### src/rtl/ps_link_pkg.sv
// ps_link_pkg: symbols and state encoding shared by both ends of the serial link
package ps_link_pkg;
    localparam logic [7:0] COM_SYM  = 8'hBC;
    localparam logic [7:0] IDLE_SYM = 8'h7C;
    typedef enum logic {SYNC = 1'b0, ACTIVE = 1'b1} state_t;
endpackage

### src/rtl/paralelo_serial_tx_if.sv
// paralelo_serial_tx_if: byte-side handshake plus serial lane outputs of the sender
interface paralelo_serial_tx_if;
    logic       link_en;
    logic [7:0] data_in;
    logic       valid_in;
    logic       ready_out;
    logic       data_out;
    logic       active_out;
    logic       idle_out;
    logic       byte_tick;
    modport master (
        output link_en, data_in, valid_in,
        input  ready_out, data_out, active_out, idle_out, byte_tick
    );
    modport slave (
        input  link_en, data_in, valid_in,
        output ready_out, data_out, active_out, idle_out, byte_tick
    );
endinterface

### src/rtl/ps_shift8.sv
// ps_shift8: 8-bit load/shift register, MSB out, with the free-running bit counter
module ps_shift8 (
    input  logic       clk_32f,
    input  logic       reset,
    input  logic [7:0] sym,
    output logic       boundary,
    output logic       data_out
);
    logic [2:0] bit_cnt;
    logic [7:0] shreg;
    assign boundary = bit_cnt == 3'd7;
    always_ff @(posedge clk_32f or negedge reset) begin
        if (!reset) begin
            bit_cnt  <= 3'd7;
            shreg    <= 8'd0;
            data_out <= 1'b0;
        end else begin
            bit_cnt  <= bit_cnt + 3'd1;
            data_out <= boundary ? sym[7] : shreg[7];
            shreg    <= boundary ? {sym[6:0], 1'b0} : {shreg[6:0], 1'b0};
        end
    end
endmodule

### src/rtl/paralelo_serial_tx.sv
// paralelo_serial_tx: serializes handshaked bytes MSB first after a COM training phase,
// filling empty slots with IDLE symbols.
module paralelo_serial_tx #(
    parameter logic [7:0] COM_SYM    = ps_link_pkg::COM_SYM,
    parameter logic [7:0] IDLE_SYM   = ps_link_pkg::IDLE_SYM,
    parameter int         SYNC_BYTES = 4
) (
    input logic                 clk_32f,
    input logic                 reset,
    paralelo_serial_tx_if.slave lnk
);
    import ps_link_pkg::state_t;
    import ps_link_pkg::SYNC;
    import ps_link_pkg::ACTIVE;
    localparam logic [7:0] SYNC_LAST = 8'(SYNC_BYTES - 1);
    state_t     state;
    logic [7:0] sync_cnt;
    logic [7:0] sym;
    logic       boundary;
    logic       sync_done;
    logic       idle_q;
    logic       tick_q;
    // >= so a return from ACTIVE (sync_cnt preset to 1) still works when SYNC_BYTES==1
    assign sync_done      = lnk.link_en && sync_cnt >= SYNC_LAST;
    assign lnk.ready_out  = state == ACTIVE && boundary && lnk.link_en;
    assign lnk.active_out = state == ACTIVE;
    assign lnk.idle_out   = idle_q;
    assign lnk.byte_tick  = tick_q;
    always_comb sym = (state == SYNC || !lnk.link_en) ? COM_SYM : lnk.valid_in ? lnk.data_in : IDLE_SYM;
    ps_shift8 u_shift (
        .clk_32f (clk_32f),
        .reset   (reset),
        .sym     (sym),
        .boundary(boundary),
        .data_out(lnk.data_out)
    );
    always_ff @(posedge clk_32f or negedge reset) begin
        if (!reset) begin
            state    <= SYNC;
            sync_cnt <= 8'd0;
            idle_q   <= 1'b0;
            tick_q   <= 1'b0;
        end else begin
            tick_q <= boundary;
            if (boundary) begin
                idle_q <= lnk.ready_out && !lnk.valid_in;
                if (state == SYNC) begin
                    state    <= sync_done ? ACTIVE : SYNC;
                    sync_cnt <= (!lnk.link_en || sync_done) ? 8'd0 : sync_cnt + 8'd1;
                end else if (!lnk.link_en) begin
                    state    <= SYNC;
                    sync_cnt <= 8'd1;
                end
            end
        end
    end
endmodule
### src/flat_wrapper.sv
// flat-port wrapper written by rule: the top's interface ports become plain ports
module paralelo_serial_tx_flat import ps_link_pkg::state_t; import ps_link_pkg::SYNC; import ps_link_pkg::ACTIVE;
#(
    parameter logic [7:0] COM_SYM    = ps_link_pkg::COM_SYM,
    parameter logic [7:0] IDLE_SYM   = ps_link_pkg::IDLE_SYM,
    parameter int         SYNC_BYTES = 4
)
  (clk_32f, reset, lnk_link_en, lnk_data_in, lnk_valid_in, lnk_ready_out, lnk_data_out, lnk_active_out, lnk_idle_out, lnk_byte_tick);
  paralelo_serial_tx_if lnk_i ();
  input logic clk_32f;
  input logic reset;
  input wire logic [$bits(lnk_i.link_en)-1:0] lnk_link_en;
  input wire logic [$bits(lnk_i.data_in)-1:0] lnk_data_in;
  input wire logic [$bits(lnk_i.valid_in)-1:0] lnk_valid_in;
  output wire logic [$bits(lnk_i.ready_out)-1:0] lnk_ready_out;
  output wire logic [$bits(lnk_i.data_out)-1:0] lnk_data_out;
  output wire logic [$bits(lnk_i.active_out)-1:0] lnk_active_out;
  output wire logic [$bits(lnk_i.idle_out)-1:0] lnk_idle_out;
  output wire logic [$bits(lnk_i.byte_tick)-1:0] lnk_byte_tick;
  assign lnk_i.link_en = lnk_link_en;
  assign lnk_i.data_in = lnk_data_in;
  assign lnk_i.valid_in = lnk_valid_in;
  assign lnk_ready_out = lnk_i.ready_out;
  assign lnk_data_out = lnk_i.data_out;
  assign lnk_active_out = lnk_i.active_out;
  assign lnk_idle_out = lnk_i.idle_out;
  assign lnk_byte_tick = lnk_i.byte_tick;
  paralelo_serial_tx #(.COM_SYM(COM_SYM), .IDLE_SYM(IDLE_SYM), .SYNC_BYTES(SYNC_BYTES)) u_core (.clk_32f(clk_32f), .reset(reset), .lnk(lnk_i));
endmodule
### config.mk
export PLATFORM = sky130hd
export DESIGN_NAME = paralelo_serial_tx_flat
export DESIGN_NICKNAME = d
export VERILOG_FILES = /design/src/rtl/ps_link_pkg.sv /design/src/rtl/paralelo_serial_tx_if.sv /design/src/rtl/ps_shift8.sv /design/src/rtl/paralelo_serial_tx.sv /design/src/flat_wrapper.sv
export SDC_FILE = /design/constraint.sdc
export NUM_CORES = 1
export LEC_CHECK = 0
export BUFFER_PORTS_ARGS = -buffer_cell sky130_fd_sc_hd__buf_4
export CAP_MARGIN = 20
export CORE_MARGIN = 1
export CORE_UTILIZATION = 48
export DETAILED_ROUTE_END_ITERATION = 16
export PLACE_DENSITY = 0.73
export SLEW_MARGIN = 40
export SYNTH_ARGS = -nofsm -noshare
export SYNTH_HDL_FRONTEND = slang
export SYNTH_SLANG_ARGS = --single-unit
### constraint.sdc
create_clock -name clk_32f -period 1.7 [get_ports clk_32f]
set_clock_uncertainty 0.1 [all_clocks]
set_input_delay 0.34 -clock clk_32f [delete_from_list [all_inputs] [get_ports clk_32f]]
set_output_delay 0.34 -clock clk_32f [all_outputs]
set_load 0.01 [all_outputs]
==> out/results.tsv <==
stage	metric	value	unit
synthesis	synth_enable_flop_cells	0	
placement	buffer_ports.inserted	16	
synthesis	cell_count_after_synthesis	82	
detailed_routing	avgRoutedWirePerCell	14.67	um
synthesis	yosys_register_bits	22	
global_route	maximum_number_of_pins_on_one_net_before_global_route_repair	23	
clock_network	tritoncts	built	
critical_path	timing.reg2reg.setup_slack	-0.07	ns
synthesis	synthDominantCellAreaShare	0.4859	
sta	worst-slew-pin-transition	0.3266	ns
detailed_routing	drt_wl_total	2010	um
sta	hold_ws	0.1367	ns
layout	num_antenna_cells	0	
sta	period_share	1.097	
detailed_routing	number_of_violations_reported_at_the_end_of_detailed_routing_iteration_0	12	
layout	final_common_cell	buf_4	
sta	slew_violations	0	
synthesis	ys_seq_area_frac	0.5665	
clock_network	root_buffer	clkbuf_4	
critical_path	cp-end-kind	output port	
die	floorplan.rows	15	
placement	dp_hpwl	1310	um
synthesis	postSynthNetCount	97	
synthesis	number_of_synthesis_warnings	0	
critical_path	timing.rr.end	u_core.sync_cnt[4]	
detailed_routing	post-route-drc-count	0	
synthesis	fraction_of_registers_with_async_set_or_reset_after_synthesis	1.000	
global_route	overflow	0	
worst_hold_path	hold_crit_class	in2reg	
clock_network	cts-buffers-inserted	3	
critical_path	crit_start	u_core.u_shift.bit_cnt[0]	
run_status	run_status	complete, but fails checks	
die	floorplan.core_area	0.001821	sq mm
critical_path	crit_end	lnk_ready_out	
power	power.density_cell_area	827.8	mW/mm^2
layout	commonest_cells_after_routing_fill_and_taps_aside	buf_4, dfrtp_1, inv_1, o22a_1, and2_1	
layout	drive_gt1_frac	0.4375	
clock_network	path_clk_slew	0.11	ns
critical_path	worstSetupPathType	reg2out	
run	max-cap-violations	0	
sta	slew-limit-headroom	0.7823	
sta	rsz0062_at_grt	yes	
critical_path	crit_required	1.26	ns
synthesis	synthTopCellsByArea	dfrtp_1, dfstp_2, o22a_1, ha_1, and2_1	
die	initial_core_utilization	0.5375	
sta	period_needed	1.865	ns
clock_network	clk-insertion-delay-late	0.30	ns
layout	layout-area-overhead-vs-synth	35.17	%
global_route	grt_pass1_wl	2898	um
clock_network	clock_tree.htree_level_count	1	
detailed_routing	via_total_after_detailed_routing	772	
critical_path	r2r-start	u_core.u_shift.bit_cnt[0]	
critical_path	arrival	1.43	ns
die	ioPinCount	17	
detailed_routing	drt.antenna.violating_nets	0	
global_route	initial_antenna_violation_count	0	
die	die_w	47.15	um
sta	setup_viol	5	
power	power_leakage	0.6092	nW
placement	gp_routability_congestion	0.7864	
detailed_routing	mean_number_of_vias_per_cell	5.635	
synthesis	mapped_cell_area	978.4	sq um
die	chipHeight	47.15	um
synthesis	synth.lib_cells_used.distinct	32	
sta	timing.fmax	0.5361	GHz
synthesis	post_synth.cell_area_avg	11.93	sq um
layout	fin_area	0.001323	sq mm
critical_path	start_kind	flop	
power	worst_ir_drop_vdd	0.0005483	V
global_route	track_usage	0.1940	
global_route	grt_pass1_vias	663	
clock_network	cts_buffer_depth	2	
sta	setup_slack	-0.1652	ns
synthesis	synth_ff_type	dfrtp_1	
critical_path	worstRegToRegCells	7	
critical_path	highest_net_fanout_along_the_worst_path	3	
clock_network	clock_sink_total	22	
detailed_routing	dr.pass1.iters	4	
sta	number_of_endpoints_with_negative_hold_slack_in_the_final_report	0	
die	fp.dieArea	0.002223	sq mm
layout	design.final.nets	128	
synthesis	cell_taking_the_most_area_after_synthesis	dfrtp_1	
run_status	violations_in_the_final_reports	negative setup slack	
placement	post_dp_cell_area	0.001176	sq mm
==> critical path, stage by stage (launching register included) <==
cell and delay (ns):
dfstp_2 0.57, ha_4 0.14, ha_4 0.13, and3_4 0.19, buf_6 0.10
==> repair_timing <==
item                                    CTS  global route
hold endpoints to repair                 19             0
buffers inserted                          1             2
resized for setup                         6             5
pin swaps                                 2             3
hold buffers                              1             0
endpoints found under the setup margin    9             6
==> metrics by stage <==
step / power [mW] / util / setup TNS (ns) / setup WS, ns / instances
after CTS: 1.110 / 0.7031 / -0.5443 / -0.1844 / 135
after global routing: 1.151 / 0.7265 / -0.8350 / -0.2306 / 137
after global placement: 0.7075 / 0.6460 / -0.1219 / -0.06125 / 129
after detailed placement: 0.7126 / 0.6460 / -0.3235 / -0.1326 / 129
final: 1.095 / 0.7265 / -0.3889 / -0.1652 / 137
after floorplan: 0.6443 / - / 0 / 0.007927 / 82
==> Yosys cell counts, types with 2 or more instances <==
cell,n
nor3_1,3
and2_1,4
o21ai_1,2
a211oi_1,2
buf_2,2
o21ai_0,3
and3_1,2
a21oi_1,2
a31oi_1,2
o22a_1,5
dfstp_2,3
inv_1,5
dfrtp_1,19
nand2_1,3
and4_1,2
a31o_2,2
nand4_1,3
ha_1,3
nor2b_1,2
==> layer usage <==
metal,share of wire,routed length (um),track usage
met4,0.0065,13,0.05143
met2,0.50,1008,0.2972
met5,0,0,0
met3,0.051,102,0.05769
met1,0.44,885,0.2703
==> sequential cells by signal, indices dropped and copies added, names as in the netlist <==
name                     cells
u_core.u_shift.shreg         7
u_core.lnk.idle_out          1
u_core.sync_cnt              8
u_core.lnk.active_out        1
u_core.lnk.byte_tick         1
u_core.u_shift.bit_cnt       3
u_core.u_shift.data_out      1
==> power breakdown <==
| group | internal, mW | leakage (nW) | switching, mW |
|---|---|---|---|
| Clock | 0.238 | 0.0279 | 0.152 |
| Combinational | 0.0640 | 0.307 | 0.0559 |
| Sequential | 0.550 | 0.275 | 0.0342 |
| Total | 0.853 | 0.609 | 0.242 |
==> worst min path at each step <==
stage | from | end | slack (ns) | cells after the start
after floorplan | reset | u_core.lnk.active_out | -0.06 | 0
after global placement | reset | u_core.sync_cnt[1] | 0.14 | 1
after detailed placement | reset | u_core.sync_cnt[1] | 0.14 | 1
after CTS | lnk_data_in[4] | u_core.u_shift.shreg[5] | 0.12 | 2
after global routing | lnk_data_in[2] | u_core.u_shift.shreg[3] | 0.11 | 2
final | lnk_data_in[4] | u_core.u_shift.shreg[5] | 0.14 | 2
==> final cells by class <==
cell class	instances	area, sq um
Multi-Input combinational cell	51	437.9
Sequential cell	22	554.3
Fill cell	122	498.0
Inverter	6	22.52
Timing Repair Buffer	29	224.0
Clock buffer	3	22.52
Clock inverter	1	30.03
Tap cell	25	31.28
==> cell families (layout without fill, tap and decap cells) <==
kind of cell,Yosys count,count (layout),share of synthesized area
compound gates,24,24,0.1880
simple gates,24,24,0.1624
flops,22,22,0.5665
buf+inv,9,39,0.04475
fa+ha+maj,3,3,0.03837
No activity file was read; power rests on OpenSTA's default activity.
